[config.mk]
export PLATFORM = sky130hd
export DESIGN_NAME = regfile_2r1w
export DESIGN_NICKNAME = d
export VERILOG_FILES = /design/src/rtl/regfile_2r1w.sv
export SDC_FILE = /design/constraint.sdc
export NUM_CORES = 1
export LEC_CHECK = 0
export ABC_CLOCK_PERIOD_IN_PS = 1740
export CAP_MARGIN = 40
export CORE_MARGIN = 2
export CORE_UTILIZATION = 50
export CTS_CLUSTER_DIAMETER = 30
export DETAILED_ROUTE_END_ITERATION = 7
export PLACE_DENSITY_LB_ADDON = 0.08
export SYNTH_ARGS = -nofsm -noshare
export SYNTH_HDL_FRONTEND = slang
export SYNTH_SLANG_ARGS = --single-unit
export TNS_END_PERCENT = 5
[constraint.sdc]
create_clock -name clk -period 1.74 [get_ports clk]
set_input_delay 0.348 -clock clk [delete_from_list [all_inputs] [get_ports clk]]
set_output_delay 0.348 -clock clk [all_outputs]
set_load 0.02 [all_outputs]
[src/rtl/regfile_2r1w.sv]
// WIDTH x 2**AW register file: one synchronous write port, two combinational read ports, sequential bulk clear.
// Optional write-to-read forwarding is enabled by defining REGFILE_BYPASS_EN.
module regfile_2r1w #(
    parameter int WIDTH    = 6,
    parameter int AW       = 2,
    parameter int ZERO_REG = 0
) (
    input  logic             clk,
    input  logic             rst_n,
    input  logic             ws,
    input  logic [AW-1:0]    waddr,
    input  logic [WIDTH-1:0] wd,
    input  logic [AW-1:0]    raddr1,
    input  logic [AW-1:0]    raddr2,
    input  logic             clr,
    output logic [WIDTH-1:0] rd1,
    output logic [WIDTH-1:0] rd2,
    output logic             busy
);
    localparam int DEPTH = 2**AW;

    typedef enum logic {IDLE, CLEAR} state_e;

    state_e                        state_q, state_d;
    logic   [AW-1:0]               ptr_q, ptr_d;
    logic   [DEPTH-1:0][WIDTH-1:0] mem_q;
    logic                          wr_acc;
    logic                          zero_waddr;

    assign zero_waddr = (ZERO_REG != 0) && (waddr == '0);
    assign wr_acc     = ws && (state_q == IDLE) && !clr && !zero_waddr;

    always_ff @(posedge clk or negedge rst_n) begin
        if (!rst_n) begin
            state_q <= IDLE;
            ptr_q   <= '0;
        end else begin
            state_q <= state_d;
            ptr_q   <= ptr_d;
        end
    end

    always_comb begin
        state_d = state_q;
        ptr_d   = ptr_q;
        case (state_q)
            IDLE: begin
                if (clr) begin
                    state_d = CLEAR;
                    ptr_d   = '0;
                end
            end
            CLEAR: begin
                // ptr wraps to 0 naturally on the last entry
                ptr_d = ptr_q + 1'b1;
                if (ptr_q == AW'(DEPTH - 1)) state_d = IDLE;
            end
            default: begin
                state_d = IDLE;
                ptr_d   = '0;
            end
        endcase
    end

    always_comb begin
        busy = (state_q == CLEAR);
    end

    for (genvar e = 0; e < DEPTH; e++) begin : g_entry
        localparam logic [AW-1:0] IDX = AW'(e);
        always_ff @(posedge clk or negedge rst_n) begin
            if (!rst_n) begin
                mem_q[e] <= '0;
            end else if ((state_q == CLEAR) && (ptr_q == IDX)) begin
                mem_q[e] <= '0;
            end else if (wr_acc && (waddr == IDX)) begin
                mem_q[e] <= wd;
            end
        end
    end

    function automatic logic [WIDTH-1:0] read_port(input logic [AW-1:0] addr);
        logic [WIDTH-1:0] data;
        data = mem_q[addr];
`ifdef REGFILE_BYPASS_EN
        // Forward only accepted writes; dropped writes never reach a reader
        if (wr_acc && (waddr == addr)) data = wd;
`endif
        if ((ZERO_REG != 0) && (addr == '0)) data = '0;
        return data;
    endfunction

    always_comb begin
        rd1 = read_port(raddr1);
        rd2 = read_port(raddr2);
    end

endmodule

### Word-level counts from Yosys, hierarchy flattened

Cells that the tools add are included.

* add/subtract/negate cells: 1
* multiply operators: 0
* div/mod/pow operators: 0
* magnitude comparators: 2
* equal/unequal tests: 7
* shift-type cells: 0
* multiplexer cells: 17
* bitwise logic cells: 1
* reductions and logical operators: 17

Operators by type and width (count)
* 6-bit 2-to-1 mux: 10
* 6-bit binary-select mux with 2-bit select: 2
* 1-bit logical AND: 10
* 2-bit == test, second input constant: 4
* 2-bit nonzero test: 4
* 2-bit by 3-bit less-than comparator with 1-bit output, second input constant: 2
* 2-bit by 1-bit == test with 1-bit output, second input constant: 2
* 2-bit zero test: 2
* 2-bit case mux with 2 select lines: 1
* 2-bit by 1-bit adder with 2-bit output, second input constant: 1
* 1-bit 2-to-1 mux: 2
* 2-bit 2-to-1 mux: 1
* 2-bit inequality test, second input constant: 1
* 1-bit case mux with 2 select lines: 1
* 1-bit zero test: 1
* 1-bit NOT: 1

* flip-flop bits (word level): 27
* bits in latches: 0
* memory bits (writable): 0
* memory bits (read-only): 0
* bits of input ports: 16
* word-level logic and storage cells: 51
* memories: 0

### Logic depth before layout (Yosys ltp)

Gate-level depths: netlist of run 1.

* word-level depth: 6
* mapped depth: 5
* depth with buffers taken out: 5

### Worst setup path after synthesis of run 1

No wires, ideal clock.

* kind: input-to-output
* from: in raddr1[0]
* to: out rd1[0]
* arrival: 1.127 ns
* required time: 1.392 ns
* setup slack: 0.265 ns
* stages: 2
* buffers on the path: 1
* cells stage by stage: buf_2 -> mux4_2

* word-level cells in the longest chain between the ends: 2

Ends and longest elaborated chain
* from (decl): line 13 `input logic [AW-1:0] raddr1,`
* 6-bit binary-select mux with 2-bit select: line 84 `data = mem_q[addr];`
* 6-bit 2-to-1 mux (implied by the code): line 84
* to (decl): line 16 `output logic [WIDTH-1:0] rd1,`

No other way between the ends. The select of a mux whose other input is x is not followed.

### Final worst setup path of run 1

* from: reg mem_q[18] in the netlist's numbering
* to: out rd2[0]

* word-level cells in the longest chain between the ends: 2

Ends and longest elaborated chain
* from (decl): line 26 `logic [DEPTH-1:0][WIDTH-1:0] mem_q;`
* from (signal, indexed assignment): line 77 `mem_q[e] <= wd;`
* 6-bit binary-select mux with 2-bit select: line 84
* 6-bit 2-to-1 mux (implied by the code): line 84
* to (decl): line 17 `output logic [WIDTH-1:0] rd2,`

No other way between the ends. The select of a mux whose other input is x is not followed.

==> results of run 1 <==
[report_power, final]
part / total, mW / switching (mW) / internal [mW]
Combinational: 0.781 / 0.440 / 0.340
Clock: 0.273 / 0.183 / 0.0898
Sequential: 0.880 / 0.115 / 0.765
Total: 1.93 / 0.739 / 1.20
[routing by layer]
layer / part of all wire [%] / vias to the layer above
li1: - / 606
met1: 40 / 651
met2: 53 / 37
met3: 4.8 / 7
met4: 1.8 / 0
met5: 0 / -
[critical path: stages (launching register included)]
cell and delay [ns]:
dfrtp_1 0.43, mux4_2 0.50, buf_6 0.15
[flip-flops by register name (all words and copies together) (netlist names)]
| name | cells |
|---|---|
| busy | 1 |
| ptr_q | 2 |
| mem_q | 24 |
[layout make-up]
| class | count | area share (%) |
|---|---|---|
| inverter | 3 | 0.575 |
| multi-input combinational | 103 | 41.9 |
| tap | 33 | 2.11 |
| timing repair buffer | 43 | 19.6 |
| sequential | 27 | 34.5 |
| clock buffer | 4 | 1.34 |
[path summary, 6_finish.rpt]
| check | slack, ns | from | endpoint |
|---|---|---|---|
| worst min register to register | 0.55 | mem_q[9] | mem_q[9] |
| max in group asynchronous | 1.11 | rst_n | mem_q[10] |
| worst max register to register | 0.21 | busy | mem_q[2] |
| min in group clk | 0.55 | mem_q[9] | mem_q[9] |
| worst min-delay path | 0.37 | rst_n | mem_q[5] |
| worst max-delay path | -0.003 | mem_q[18] | rd2[0] |
[cell families (layout without fill, tap and decap cells)]
| kind of cell | after synthesis | after routing | synth area share [%] |
|---|---|---|---|
| simple gates | 60 | 60 | 21.0 |
| flops | 27 | 27 | 43.6 |
| compound gates | 26 | 26 | 10.7 |
| buf+inv | 13 | 50 | 3.47 |
| mux | 13 | 13 | 18.1 |
| fa+ha+maj | 4 | 4 | 3.23 |
[layout by cell type (no fill, tap or decap), types with 2 or more instances in the layout]
cell type / instances
clkdlybuf4s50_1: 11
nand2_1: 29
buf_2: 9
and2_1: 2
dlygate4sd2_1: 3
o21ai_0: 12
nand3b_1: 12
buf_6: 5
dfrtp_1: 27
mux4_2: 12
nand3_1: 12
buf_12: 2
o211ai_1: 12
inv_1: 3
clkbuf_4: 3
ha_1: 4
buf_4: 11
==> flow_summary.ini, run 1 <==
[outcome]
run_status = complete, but fails checks
violations = setup timing

[layout]
n_antenna_cell = 0
drive_gt1_share_pct = 24.4
n_fill_cell = 244
fin_area_um2 = 1960
instances_no_fill = 213
final_util_pct = 65.2
fin_nets = 201
area_growth_pct = 26.3
regArea_um2 = 676
multi_input_area_um2 = 821

[sta]
fin_crit_sh_pct = 100
setup_viol = 1
hold_ws_ns = 0.371
timing.fmax_ghz = 0.574
fin_crit_ns = 1.74
rsz0062_at_grt = yes
slew_headroom_pct = 76.4
tightest_slew_ns = 0.355
finalMaxSlewViolations = 0
hold_violations = 0
setup_tns_ns = -0.00340
fin_worst_skew_ns = 0.00148
finalWorstSetupSlack_ns = -0.00340

[placement]
gp_congestion = 0.807
dpl_worst_slack_ns = -0.671
dp_hpwl_um = 2770
place_inst = 209
dpl_cell_area_um2 = 1970
io_buffers = 28

[route]
ant_nets = 0
wl_per_cell_um = 18.2
drt-initial-drc-count = 53
avgViaCountPerCell = 6.11
drtPass1Iterations = 4
drc_errors = 0
vias = 1301
routed_wirelength_um = 3870

[grt]
grt_usage_pct = 24.3
grt_pass1_vias = 1334
top_usage_layer = met2
grt_pass1_wl_um = 6290
met3_usage_pct = 2.81
grt_max_degree = 28
grt_use_met1_pct = 31.2
antenna_found_initial = 0
grt.overflow.total = 0
grt_util_met2_pct = 40.5

[critical_path]
required_ns = 1.39
crit_path_end_kind = primary output
crit_type = flip-flop to primary output
critPathMaxFanout = 3
crit_arrival_ns = 1.40
start_kind = flip-flop
r2r_cells = 3

[clock_network]
cts-root-buf = clkbuf_4
numCtsBuffers = 3
clkSlewWorstSetupHoldPaths_ns = 0.14
post_cts_resized = 61
hold_buffers = 0
clockBufferDepth = 2
cts.sinks = 27
cts-htree-levels = 1
cts_tree = done
post-cts-setup-buffers = 0
worstSkewPairLatency_ns = 0.32

[floorplanning]
coreArea_um2 = 3000
die_y_um = 59.7
ios = 29
rows = 20
die-area_um2 = 3560
initial_core_util_pct = 51.6
die_width_um = 59.7

[pwr]
powerDensity_nw_per_um2 = 988
power_mw = 1.93
vdd_ir_drop_max_uv = 620
leakage_nw = 0.911

[logic_synthesis]
synthCells = 143
yosys.area.top_type_share_pct = 43.6
synthTopCellsByCount = nand2_1 (29), dfrtp_1 (27)
synth_seq_cells = 27
ys_top_cells_by_area = dfrtp_1 (44%), mux4_2 (17%), nand2_1 (7.0%)
yosysUniqueCellTypes = 21
synth-async-reset-ratio_pct = 100
synth_most_common_cell = nand2_1
ys.flop_type = dfrtp_1
syn-cell-area_um2 = 1550
synth_area_leader_cell = dfrtp_1
ys_warn_count = 0
synth_edf_count = 0
synth.avg_cell_area_um2 = 10.8
ys_seq_area_share_pct = 43.6
synth_fp_nets = 163

[job]
maxCapViolCount = 0

[min_path]
hp-class = input pin to async pin
Power figures use the tool's default switching activity.
==> run 2, diff against run 1 <==
- SLEW_MARGIN: default -> 10
==> results of run 2 <==
No change in the layout: final DEF, timing and power equal those of run 1.
